$ cat src/rtl/cpu_fetch_pkg.sv
// Shared types for the instruction fetch front end: fetch FSM states and buffered fetch entries.
package cpu_fetch_pkg;

  localparam int unsigned FETCH_ADDR_W = 12;
  localparam logic [5:0]  OPC_J        = 6'h02;

  typedef enum logic [1:0] {
    IDLE,
    WAIT,
    DROP
  } fetch_state_t;

  typedef struct packed {
    logic [FETCH_ADDR_W-1:0] pc;
    logic [31:0]             instr;
  } fetch_entry_t;

  function automatic logic is_jump(input logic [31:0] instr);
    return instr[31:26] == OPC_J;
  endfunction

endpackage

$ cat src/rtl/fetch_fifo.sv
// Synchronous FIFO of fetch entries with push/pop, single-cycle flush and a combinational head read.
module fetch_fifo
  import cpu_fetch_pkg::*;
#(
  parameter  int unsigned DEPTH = 4,
  localparam int unsigned CNT_W = $clog2(DEPTH) + 1
) (
  input  logic             clk,
  input  logic             reset,
  input  logic             push,
  input  fetch_entry_t     push_data,
  input  logic             pop,
  input  logic             flush,
  output logic [CNT_W-1:0] count,
  output fetch_entry_t     head
);

  localparam int unsigned PTR_W = $clog2(DEPTH);

  fetch_entry_t     mem [DEPTH];
  logic [PTR_W-1:0] wptr;
  logic [PTR_W-1:0] rptr;

  always_ff @(posedge clk) begin
    if (push && !flush) mem[wptr] <= push_data;
  end

  // Pointers wrap naturally because DEPTH is a power of two.
  always_ff @(posedge clk) begin
    if (reset || flush) begin
      wptr  <= '0;
      rptr  <= '0;
      count <= '0;
    end else begin
      if (push) wptr <= wptr + PTR_W'(1);
      if (pop)  rptr <= rptr + PTR_W'(1);
      case ({push, pop})
        2'b10:   count <= count + CNT_W'(1);
        2'b01:   count <= count - CNT_W'(1);
        default: count <= count;
      endcase
    end
  end

  assign head = mem[rptr];

endmodule

$ cat src/rtl/instr_fetch_queue.sv
// CPU fetch front end: PC, one-outstanding RAM fetch FSM, entry FIFO and redirect flush.
// Optional J-type predecode redirect of the PC is enabled by INSTR_FETCH_JUMP_PREDECODE_EN.
module instr_fetch_queue
  import cpu_fetch_pkg::*;
#(
  parameter int unsigned       DEPTH    = 4,
  parameter int unsigned       ADDR_W   = FETCH_ADDR_W,
  parameter logic [ADDR_W-1:0] RESET_PC = '0
) (
  input  logic              clk,
  input  logic              reset,
  output logic              mem_req,
  output logic [ADDR_W-1:0] mem_addr,
  input  logic              mem_gnt,
  input  logic              mem_rvalid,
  input  logic [31:0]       mem_rdata,
  output logic              out_valid,
  input  logic              out_ready,
  output logic [31:0]       out_instr,
  output logic [ADDR_W-1:0] out_pc,
  input  logic              redirect_valid,
  input  logic [ADDR_W-1:0] redirect_pc
);

  localparam int unsigned CNT_W = $clog2(DEPTH) + 1;

  fetch_state_t      state;
  logic [ADDR_W-1:0] pc;
  logic [ADDR_W-1:0] req_pc;
  logic [CNT_W-1:0]  count;
  fetch_entry_t      head;
  fetch_entry_t      push_data;
  logic              push;
  logic              pop;

  assign mem_req   = !reset && (state == IDLE) && (count < CNT_W'(DEPTH)) && !redirect_valid;
  assign mem_addr  = pc;
  assign push      = (state == WAIT) && mem_rvalid && !redirect_valid;
  assign pop       = out_valid && out_ready && !redirect_valid;
  assign push_data = '{pc: FETCH_ADDR_W'(req_pc), instr: mem_rdata};

  assign out_valid = (count != '0);
  assign out_instr = out_valid ? head.instr : '0;
  assign out_pc    = out_valid ? ADDR_W'(head.pc) : '0;

  // Redirect wins over everything; an un-returned request must be drained in DROP.
  always_ff @(posedge clk) begin
    if (reset) begin
      state  <= IDLE;
      pc     <= RESET_PC;
      req_pc <= '0;
    end else if (redirect_valid) begin
      pc    <= redirect_pc;
      state <= (state != IDLE && !mem_rvalid) ? DROP : IDLE;
    end else begin
      case (state)
        IDLE: begin
          if (mem_req && mem_gnt) begin
            req_pc <= pc;
            pc     <= pc + ADDR_W'(1);
            state  <= WAIT;
          end
        end
        WAIT: begin
          if (mem_rvalid) begin
            state <= IDLE;
`ifdef INSTR_FETCH_JUMP_PREDECODE_EN
            if (is_jump(mem_rdata)) pc <= mem_rdata[ADDR_W-1:0];
`endif
          end
        end
        DROP: begin
          if (mem_rvalid) state <= IDLE;
        end
        default: state <= IDLE;
      endcase
    end
  end

  fetch_fifo #(.DEPTH(DEPTH)) u_fifo (
    .clk       (clk),
    .reset     (reset),
    .push      (push),
    .push_data (push_data),
    .pop       (pop),
    .flush     (redirect_valid),
    .count     (count),
    .head      (head)
  );

endmodule

$ cat config.mk
export PLATFORM = sky130hd
export DESIGN_NAME = instr_fetch_queue
export DESIGN_NICKNAME = d
export VERILOG_FILES = /design/src/rtl/cpu_fetch_pkg.sv /design/src/rtl/fetch_fifo.sv /design/src/rtl/instr_fetch_queue.sv
export SDC_FILE = /design/constraint.sdc
export NUM_CORES = 1
export LEC_CHECK = 0
export ABC_CLOCK_PERIOD_IN_PS = 4500
export BUFFER_PORTS_ARGS = -buffer_cell sky130_fd_sc_hd__buf_2
export CORE_UTILIZATION = 60
export CTS_BUF_LIST = sky130_fd_sc_hd__clkbuf_4 sky130_fd_sc_hd__clkbuf_8
export DETAILED_ROUTE_END_ITERATION = 10
export PLACE_DENSITY = 0.93
export REMOVE_ABC_BUFFERS = 1
export SYNTH_ARGS = -nofsm -noshare
export SYNTH_HDL_FRONTEND = slang
export SYNTH_HIERARCHICAL = 1
export SYNTH_SLANG_ARGS = --single-unit
export TNS_END_PERCENT = 5
$ cat constraint.sdc
create_clock -name clk -period 4.5 [get_ports clk]
set_input_delay 0.45 -clock clk [delete_from_list [all_inputs] [get_ports clk]]
set_output_delay 0.45 -clock clk [all_outputs]
set_load 0.02 [all_outputs]
==> impl_results.md <==
* Ys flop type: edfxtp_1
* Period minus WS final at 2.91 ns
* CP endpoint kind: output port
* Worst hold-check path type: input pin to register
* Synth Register Bits at between 200 and 250
* Overall Global Routing Usage at 22.0%
* Post-synth EDFFs at 176
* Hold Vio Cnt, Final at 0
* Area of the multi-input gates at 2150 sq um
* Synth warnings at 6
* CTS Buf Count at 31
* GR Overflow Total at 0
* First-pass GRT wire length at 24,100 microns
* Setup TNS at 0 ns
* Post-Syn Area at between 8000 and 9000 sq um
* VDD IR max at 0.182 mV
* Root Driver: clkbuf_8
* Clock transition at path regs at approximately 0.06 ns
* P_sw at 723 uW
* Post-synth ARST share at 0%
* Post-CTS Resized at 0
* Num rows at 42
* Vias in the first global route at between 4,000 and 5,000
* Arrival time at the worst endpoint at 2.46 ns
* WL final at 15,300 microns
* Required @ worst endpoint at 4.05 ns
* Final nets at around 650
* CTS Buffer Depth at 3
* Max-slew headroom at 19.3%
* FILL cells at 814
* Share of cells above drive strength 1 at between 30% and 40%
* Full die area at 14,400 sq um
* Register area at between 5000 and 6000 sq um
* Final Slew Violations at 0
* CTS sink count at ~210
* Core box area at 13,400 sq um
* Final HPWL DP at 9580 microns
* Actual slew at the worst max-slew pin at about 1.2 ns
* Delay of the slowest cell on the worst path at 1.10 ns
* CP cell instances: mux4_2, nor2b_1, buf_2
* Synth area leader: edfxtp_1
* Chip width at 120 microns
* Final Core Density at a little under three quarters
* Drt initial violations at 353
* Final worst path period share at 64.8%
* Port Buffers at 107
* Status: finished clean
* Pre-antenna DRT Iters at 5
* Largest net degree at the start of global routing at 45
* Clock network power share at 39.4%
* Mean post-synth cell area at 17.7 sq um
* Antenna Nets Post-Route at 0
* P_int at 2960 uW
* Sequential area share after synthesis at 71.7%
* Combinational share of power at 2.6%
* Die Y-Extent at 120 microns
* DR WL/cell at approximately 19 microns
* Area Growth Syn to Fin at 14.5%
* Worst Path Max Fanout at 44
* Startpoint types: register
* Setup bufs post-CTS at 0
* Initial antenna violation count at 0
* Cell count after synthesis at 471
* Synth cell types at between 40 and 50
* Initial Utilization at 62.3%
* Final setup viols at 0
* Max_cap viols at 0
* Io pins at 108
* H-tree depth at 1
* Flop pwr share at 57.9%
* Lkg Pwr at 0.00331 uW
* WS Path Type: register to output port
* Via density at roughly 5.7
* Drt drc at 0
* Routability cong. at 0.849
* Slowest CP cell: dfxtp_2
* Pwr per Cell Area at 385 nW/um^2
* Via count at roughly 4,500
* Cts hold-fix bufs at 0
* Top post-synthesis cells by area: edfxtp_1, mux4_2, dfxtp_1
* Clk Latency, worst-skew pair at 0.53 ns
* Synth top area share at between 60 and 70%
* CTS tree: yes
* Reg-to-reg slack, setup at roughly 2.0 ns
* Switching Share at roughly 20%
* RSZ-0062 raised after global routing: false
* Maximum clock rate at ~340 MHz
* Clock Skew at 0.0172 ns
* Diode count at 0
[final timing paths]
check                                             from                          end  cells after the start
worst max register to register   state[1]$_SDFFE_PP0P_  u_fifo/mem[1][19]$_DFFE_PP_                      6
worst min register to register  req_pc[6]$_SDFFE_PP0P_       req_pc[6]$_SDFFE_PP0P_                      2
worst max-delay path                          register                    out_pc[5]                      3
worst min-delay path                     mem_rdata[14]  u_fifo/mem[3][14]$_DFFE_PP_                      1
[layout by cell type (no fill, tap or decap), types with 4 or more instances in the layout]
cell	instances
and2_2	4
edfxtp_1	176
xnor2_1	5
nand3_1	4
ha_1	8
nor2_1	14
o21a_1	4
dfxtp_1	33
mux4_2	40
buf_2	107
clkbuf_8	34
inv_1	12
nor2b_1	45
clkbuf_4	14
and3_1	4
a21oi_1	20
mux4_1	4
nand2_1	30
clkinv_1	4
[worst max-delay path: cells and delay by family, from the launching register on]
family	cells	cell delay (ns)
DFF	1	1.10
buffers and inverters	1	0.21
and+or+nand+nor	1	0.23
muxes	1	0.39
[kinds of logic after synthesis]
group,count (synthesis),synth area share [%]
flops,211,71.7
simple gates,119,7.69
mux,47,12.4
compound gates,41,3.28
buf+inv,36,2.65
fa+ha+maj,9,1.44
xor+xnor,8,0.839
[flip-flops by register name, summed over array words and instances (netlist names), named ones only]
signal	flops
u_fifo/rptr	2
mem_addr	12
req_pc	12
u_fifo/count	3
u_fifo/mem	176
u_fifo/wptr	2
state	2
[power groups by stage]
stage | logic (uW) | clock network [uW] | registers (uW)
2_1_floorplan | 32.6 | 0 | 2180
3_3_place_gp | 90.7 | 0 | 2170
3_5_place_dp | 97.1 | 0 | 2180
4_1_cts | 97.3 | 1480 | 2130
5_1_grt | 107 | 1570 | 2140
6_report | 97.5 | 1450 | 2140
[routing by layer]
layer / global-route usage, % / vias to the layer above / wire length, microns
met5: 0 / - / 0
met4: 7.58 / 0 / 250
met3: 3.56 / 25 / 1050
met2: 39.0 / 224 / 8080
met1: 27.5 / 2208 / 5930
li1: - / 2060 / -
[Yosys cell counts (4+ instances only)]
| master | count |
|---|---|
| edfxtp_1 | 176 |
| mux4_1 | 4 |
| clkbuf_1 | 12 |
| nor2b_1 | 45 |
| mux4_2 | 40 |
| and2_1 | 5 |
| xnor2_1 | 5 |
| nand2_1 | 30 |
| nand3_1 | 4 |
| dfxtp_1 | 35 |
| buf_2 | 4 |
| buf_12 | 4 |
| and3_1 | 4 |
| o21a_1 | 4 |
| inv_1 | 12 |
| a21oi_1 | 20 |
| nor2_1 | 14 |
| ha_1 | 8 |
[layout make-up]
| class | instances | area share (%) |
|---|---|---|
| sequential | 211 | 62.7 |
| multi-input combinational | 224 | 22.5 |
| clock buffer | 48 | 5.99 |
| timing repair buffer | 108 | 5.68 |
| tap | 176 | 2.30 |
| inverter | 13 | 0.510 |
| clock inverter | 7 | 0.353 |
[through the flow]
stage | std cells | area, sq um | setup WS (ns) | hold WS (ns) | total power, uW
finish | 787 | 9560 | 1.59 | 0.134 | 3690
global route | 787 | 9560 | 1.39 | 0.106 | 3810
CTS | 787 | 9560 | 1.49 | 0.102 | 3720
detailed placement | 732 | 8950 | 1.40 | 0.497 | 2270
global placement | 732 | 8950 | 1.59 | 0.472 | 2260
floorplan | 448 | 8180 | -0.329 | 0.458 | 2210
Note: power is estimated with default switching activity, not from simulation.
